--- src/rtl/multicycle_control.sv ---
// Main control FSM of a multicycle MIPS-style datapath.
// Moore decode from the state register; only write enables see mem_ready, zero and reset.
module multicycle_control (
  input  logic       clk,
  input  logic       reset,
  input  logic [5:0] opcode,
  input  logic       zero,
  input  logic       mem_ready,
  output logic [2:0] ALUop,
  output logic       alu_src_a,
  output logic [1:0] alu_src_b,
  output logic       i_or_d,
  output logic       mem_read,
  output logic       mem_write,
  output logic       ir_write,
  output logic       pc_write,
  output logic       reg_write,
  output logic       reg_dst,
  output logic       mem_to_reg,
  output logic [1:0] pc_source,
  output logic       illegal_op,
  output logic [3:0] state
);

  localparam int unsigned OP_W = 6;
  localparam int unsigned ST_W = 4;

  localparam logic [OP_W-1:0] OP_R    = 6'b000000;
  localparam logic [OP_W-1:0] OP_LW   = 6'b100011;
  localparam logic [OP_W-1:0] OP_SW   = 6'b101011;
  localparam logic [OP_W-1:0] OP_ADDI = 6'b001000;
  localparam logic [OP_W-1:0] OP_ORI  = 6'b001101;
  localparam logic [OP_W-1:0] OP_BEQ  = 6'b000100;
  localparam logic [OP_W-1:0] OP_BNE  = 6'b000101;
  localparam logic [OP_W-1:0] OP_J    = 6'b000010;

  localparam logic [2:0] ALU_ADD   = 3'b000;
  localparam logic [2:0] ALU_OR    = 3'b001;
  localparam logic [2:0] ALU_SUB   = 3'b101;
  localparam logic [2:0] ALU_RTYPE = 3'b111;

  typedef enum logic [ST_W-1:0] {
    S_FETCH     = 4'd0,
    S_DECODE    = 4'd1,
    S_MEM_ADDR  = 4'd2,
    S_MEM_READ  = 4'd3,
    S_MEM_WB    = 4'd4,
    S_MEM_WRITE = 4'd5,
    S_R_EXEC    = 4'd6,
    S_R_WB      = 4'd7,
    S_I_EXEC    = 4'd8,
    S_I_WB      = 4'd9,
    S_BRANCH    = 4'd10,
    S_JUMP      = 4'd11
  } state_e;

  state_e          state_q, state_d;
  logic [OP_W-1:0] opcode_q, opcode_d;
  logic            ir_we, pc_we, reg_we, mem_we, illegal;

  // State and latched opcode
  always_ff @(posedge clk or posedge reset) begin
    if (reset) begin
      state_q  <= S_FETCH;
      opcode_q <= '0;
    end else begin
      state_q  <= state_d;
      opcode_q <= opcode_d;
    end
  end

  // Next state and state-decoded outputs
  always_comb begin
    state_d    = S_FETCH;
    opcode_d   = opcode_q;
    ALUop      = ALU_ADD;
    alu_src_a  = 1'b0;
    alu_src_b  = 2'b00;
    i_or_d     = 1'b0;
    mem_read   = 1'b0;
    mem_we     = 1'b0;
    ir_we      = 1'b0;
    pc_we      = 1'b0;
    reg_we     = 1'b0;
    reg_dst    = 1'b0;
    mem_to_reg = 1'b0;
    pc_source  = 2'b00;
    illegal    = 1'b0;
    case (state_q)
      S_FETCH: begin
        mem_read  = 1'b1;
        alu_src_b = 2'b01;
        ir_we     = mem_ready;
        pc_we     = mem_ready;
        state_d   = mem_ready ? S_DECODE : S_FETCH;
      end
      S_DECODE: begin
        alu_src_b = 2'b10;
        opcode_d  = opcode;
        case (opcode)
          OP_R:           state_d = S_R_EXEC;
          OP_LW, OP_SW:   state_d = S_MEM_ADDR;
          OP_ADDI, OP_ORI: state_d = S_I_EXEC;
          OP_BEQ, OP_BNE: state_d = S_BRANCH;
          OP_J:           state_d = S_JUMP;
          default: begin
            state_d = S_FETCH;
            illegal = 1'b1;
          end
        endcase
      end
      S_MEM_ADDR: begin
        alu_src_a = 1'b1;
        alu_src_b = 2'b10;
        state_d   = (opcode_q == OP_SW) ? S_MEM_WRITE : S_MEM_READ;
      end
      S_MEM_READ: begin
        mem_read = 1'b1;
        i_or_d   = 1'b1;
        state_d  = mem_ready ? S_MEM_WB : S_MEM_READ;
      end
      S_MEM_WB: begin
        reg_we     = 1'b1;
        mem_to_reg = 1'b1;
      end
      S_MEM_WRITE: begin
        mem_we  = 1'b1;
        i_or_d  = 1'b1;
        state_d = mem_ready ? S_FETCH : S_MEM_WRITE;
      end
      S_R_EXEC: begin
        alu_src_a = 1'b1;
        ALUop     = ALU_RTYPE;
        state_d   = S_R_WB;
      end
      S_R_WB: begin
        reg_we  = 1'b1;
        reg_dst = 1'b1;
      end
      S_I_EXEC: begin
        alu_src_a = 1'b1;
        if (opcode_q == OP_ORI) begin
          alu_src_b = 2'b11;
          ALUop     = ALU_OR;
        end else begin
          alu_src_b = 2'b10;
        end
        state_d = S_I_WB;
      end
      S_I_WB: reg_we = 1'b1;
      S_BRANCH: begin
        alu_src_a = 1'b1;
        ALUop     = ALU_SUB;
        pc_source = 2'b01;
        pc_we     = ((opcode_q == OP_BEQ) && zero) || ((opcode_q == OP_BNE) && !zero);
      end
      S_JUMP: begin
        pc_source = 2'b10;
        pc_we     = 1'b1;
      end
      default: state_d = S_FETCH;
    endcase
  end

  // Reset kills every write enable combinationally so an abort never leaks a pulse
  assign ir_write   = ir_we & ~reset;
  assign pc_write   = pc_we & ~reset;
  assign reg_write  = reg_we & ~reset;
  assign mem_write  = mem_we & ~reset;
  assign illegal_op = illegal & ~reset;
  assign state      = state_q;

endmodule

--- config.mk ---
export PLATFORM = sky130hd
export DESIGN_NAME = multicycle_control
export DESIGN_NICKNAME = d
export VERILOG_FILES = /design/src/rtl/multicycle_control.sv
export SDC_FILE = /design/constraint.sdc
export NUM_CORES = 1
export LEC_CHECK = 0
export BUFFER_PORTS_ARGS = -buffer_cell sky130_fd_sc_hd__buf_2
export CAP_MARGIN = 0
export CORE_ASPECT_RATIO = 0.8
export CORE_MARGIN = 1.5
export CORE_UTILIZATION = 30
export CTS_CLUSTER_SIZE = 28
export DETAILED_ROUTE_END_ITERATION = 10
export PLACE_DENSITY = 0.62
export SETUP_SLACK_MARGIN = 0.5
export SYNTH_ARGS = -nofsm -noshare
export SYNTH_HDL_FRONTEND = slang
export SYNTH_SLANG_ARGS = --single-unit
--- constraint.sdc ---
create_clock -name clk -period 1.7 [get_ports clk]
set_clock_uncertainty 0.05 [all_clocks]
set_input_delay 0.425 -clock clk [delete_from_list [all_inputs] [get_ports clk]]
set_output_delay 0.425 -clock clk [all_outputs]
set_load 0.01 [all_outputs]
Word-level counts from Yosys, hierarchy flattened
Cells that the tools add are included.
W data, S select, Z words.
- word-level logic and storage cells: 67
- input bits: 10
- flip-flop bits (word level): 10
- output and inout port bits: 21
- equal/unequal tests: 22
- reduce and logical (&&, ||, !) cells: 15
- muxes and demuxes: 22
- bitwise logic cells: 6
- operator list (kind ; number):
    $pmux W4 S7 ; 1
    $eq A6 B3 Y1 const B ; 4
    $pmux W4 S5 ; 1
    $eq A6 B4 Y1 const B ; 3
    $eq A6 B6 Y1 const B ; 3
    $eq A4 B3 Y1 const B ; 4
    $eq A4 B4 Y1 const B ; 4
    $mux W1 ; 13
    $reduce_or A2 Y1 ; 6
    $mux W3 ; 3
    $pmux W3 S3 ; 1
    $eq A4 B2 Y1 const B ; 2
    $reduce_or A8 Y1 ; 1
    $eq A6 B2 Y1 const B ; 1
    $logic_not A6 Y1 ; 1
    $pmux W2 S3 ; 1
    $and A1 B1 Y1 ; 5
    $eq A4 B1 Y1 const B ; 1
    $logic_not A4 Y1 ; 1
    $pmux W2 S2 ; 1
    $reduce_or A4 Y1 ; 1
    $pmux W1 S3 ; 1
    $reduce_or A3 Y1 ; 1
    $logic_and A1 B1 Y1 ; 2
    3 further kinds ; 3

Logic depth before layout (Yosys ltp)
- depth in word-level cells: 5
- mapped depth: 5
- gate-level depth less buffers: 3

Worst setup path after synthesis
No wires, ideal clock.
- kind: register to output
- start: register state_q[1] (netlist: state[1])
- end: output port illegal_op
- arrival time: 1.514 ns
- stages on the path, launching flop included: 4
- data required time: 1.225 ns
- setup slack: -0.289 ns
- buffers on the path: 1
- cells stage by stage: dfrtp_1 -> or4b_1 -> buf_4 -> a2111oi_2
- cells in the longest elaborated chain, start to end: 3
- RTL lines (element ; line ; text):
    start: declaration ; 57 ; state_e state_q, state_d;
    start signal: assignment ; 67 ; state_q <= state_d;
    $eq A4 B1 Y1 ; 89 ; case (state_q)
    $mux W1 ; 89 ;
    $and A1 B1 Y1 ; 170 ; assign illegal_op = illegal & ~reset;
    end: declaration ; 21 ; output logic illegal_op,
Every way passes these cells.

Worst setup path after layout
- start: register state_q[3] (netlist: state[3])
- end: output port illegal_op
The elaborated chain is that of the path after synthesis.

==> flow_metrics.tcl <==
set metrics [dict create \
    dpl_worst_slack_ns -0.198 \
    clkTransAtPathRegs_ns 0.05 \
    busiest_layer "met2" \
    hpwl_um 2340 \
    grt_pass1_vias 1133 \
    yosysUniqueCellTypes 50 \
    yosys.area.top_type_share 0.254 \
    crit_buf_inv 1 \
    cellLeakagePower_nw 0.878 \
    worst-r2r-setup-slack_ns -0.09 \
    design_area_um2 2040 \
    cpMaxStageDelayCell "or4b_4" \
    wl_per_cell_um 19.4 \
    crit_cells 3 \
    synth_ff_type "dfrtp_1" \
    start_util 0.316 \
    vias 1228 \
    viasPerCell 5.53 \
    cts_tree "done" \
    grt_pass1_wl_um 5810 \
    layout_commonest_cell "buf_6" \
    overflow 0 \
    cp.required_ns 1.22 \
    drc 0 \
    synth_area_leaders "dfrtp_1 25%, mux2_2 6.9%, nor2_1 3.8%" \
    final_cell_mix "27 x buf_6, 26 x buf_4, 20 x buf_2" \
    cts_buffer_depth 2 \
    synth_seq_cells 10 \
    synthArstFlopShare 1.00 \
    gp_congestion 0.746 \
    power.density_nw_per_um2 1440 \
    cts_sinks 10 \
    n_antenna_cell 0 \
    period_needed_ns 2.13 \
    fin_util 0.656 \
    use_met2 0.360 \
    cp_data_arrival_time_ns 1.65 \
    synth.net_count 120 \
    grt_use_total 0.217 \
    dr.pass1.iters 4 \
    slowest_delay_ns 0.58 \
    yosysSeqAreaShare 0.254 \
    setup_viol 25 \
    drive_gt1_frac 0.742 \
    die_area_um2 3630 \
    syn_avg_cell_area_um2 8.94 \
    slew_viol_final 0 \
    antenna_found_initial 0 \
    tightest_slew_ns 0.517 \
    cp_cell_sequence "or4b_4 -> a2111oi_4 -> buf_2" \
    r2r-end "state[3]" \
    synthCells 110 \
    rsz0062_at_grt "true" \
    cp-end-kind "output pin" \
    hold_ws_ns 0.267 \
    die_h_um 54.2 \
    rows 18 \
    grt_max_degree 16 \
    start_kind "register" \
    hold_viol 0 \
    postPlaceCellArea_um2 1530 \
    period_share 1.25 \
    htreeDepth 1 \
    fin_nets 193 \
    grt_use_met1 0.298 \
    grt_use_met3 0.0412 \
    io_pins 31 \
    max_cap_viol_count 0 \
    maxSlewHeadroom 0.651 \
    synth.largest_area_cell "dfrtp_1" \
    path_class "reg2out" \
    dr.first_iter.drc_count 51 \
    area_growth_pct 107 \
    mappedNetlistArea_um2 983 \
    fill_cells 223 \
    ir_drop_mv 0.662 \
    fin_ws_ns -0.428 \
    crit_family "simple AND/OR/NAND/NOR gates" \
    fmax_mhz 470 \
    violations "negative setup slack" \
    synth_edf_count 0 \
    root_buffer "clkbuf_8" \
    timing.rr.start "state[3]" \
    cp_max_fo 4 \
    antenna_left 0 \
    insertion_delay_ns 0.25 \
    fp.dieW_um 67.0 \
    hp-class "in2async" \
    ys_warn_count 0 \
    routed_wl_um 4300 \
    core_um2 3110 \
    reg2reg_depth 4 \
    run_status "complete, but fails checks" \
    cts_buffers 3 \
    numPortBuffers 30 \
]
==> per-layer routing <==
| layer | wire length (um) | vias to the layer above | part of all wire |
|---|---|---|---|
| li1 | - | 566 | - |
| met1 | 1770 | 605 | 0.41 |
| met2 | 2190 | 46 | 0.51 |
| met3 | 207 | 11 | 0.048 |
| met4 | 131 | 0 | 0.030 |
| met5 | 0 | - | 0 |
==> worst register-to-register path, cell delays in order, from the launching register on <==
cell and delay (ns):
dfrtp_1 0.43, or4b_4 0.58, buf_6 0.15, buf_8 0.13, o41ai_2 0.33
==> timing repair <==
item | CTS | global route
pin swaps | 8 | 5
setup buffers | 10 | 3
gates cloned | 2 | 0
hold buffers | 0 | 0
setup endpoints to repair | 31 | 31
gates resized for setup | 53 | 13
==> registers in the layout (all words and copies together), names as in the netlist <==
register and count:
state 4, opcode_q 6
==> report_power, final <==
part	total [W]	internal [W]	switching [W]	leakage, nW
registers	0.000463	0.000344	0.000119	0.121
clock network	0.000315	0.000205	0.000110	0.0288
logic	0.00215	0.00122	0.000935	0.728
==> logic make-up (layout without fill, tap and decap cells) <==
kind of cell             after synthesis  after routing  share of synthesized area
AND/OR/NAND/NOR                       54             54                      0.370
AO/OA/AOI/OAI                         21             21                      0.184
buffers and inverters                 12             84                     0.0560
flip-flops                            10             10                      0.254
multiplexers                           8              8                     0.0891
XOR/XNOR                               4              4                     0.0356
adder cells (fa/ha/maj)                1              1                     0.0102
==> synth_stat cells (2+ instances only) <==
cell type / number
xnor2_1: 2
mux2i_1: 2
nor2_1: 10
mux2_2: 6
nor4b_1: 2
nor3_1: 5
nand2b_1: 5
nor4_1: 2
xor2_1: 2
o21a_1: 2
a21oi_1: 4
nand3_1: 3
a2111oi_2: 2
buf_2: 4
nand3b_1: 4
o21ai_0: 2
nor3b_1: 2
nand2_1: 3
nor2b_1: 5
clkbuf_1: 4
dfrtp_1: 10
==> how the worst max path moves through the flow <==
stage / start / to / slack [ns]
3_3_place_gp: opcode[1] / illegal_op / -0.16
2_1_floorplan: state[1] / illegal_op / -0.12
6_report: state[3] / illegal_op / -0.43
5_1_grt: state[3] / illegal_op / -0.48
3_5_place_dp: opcode_q[1] / alu_src_b[0] / -0.20
4_1_cts: opcode_q[1] / alu_src_b[0] / -0.41
==> layout make-up <==
cell class / count / area (um2) / area share
Multi-Input combinational cell: 88 / 958 / 0.470
Clock buffer: 4 / 55.1 / 0.0270
Tap cell: 40 / 50.0 / 0.0245
Sequential cell: 10 / 253 / 0.124
Timing Repair Buffer: 79 / 719 / 0.353
Inverter: 1 / 3.75 / 0.00184
==> through the flow <==
step / total power, W / instances / setup TNS, ns
3_5_place_dp: 0.00178 / 203 / -1.04
6_report: 0.00293 / 222 / -5.00
3_3_place_gp: 0.00174 / 203 / -0.800
2_1_floorplan: 0.00132 / 110 / -0.228
4_1_cts: 0.00273 / 219 / -3.92
5_1_grt: 0.00304 / 222 / -5.78
No activity file was read; power rests on OpenSTA's default activity.
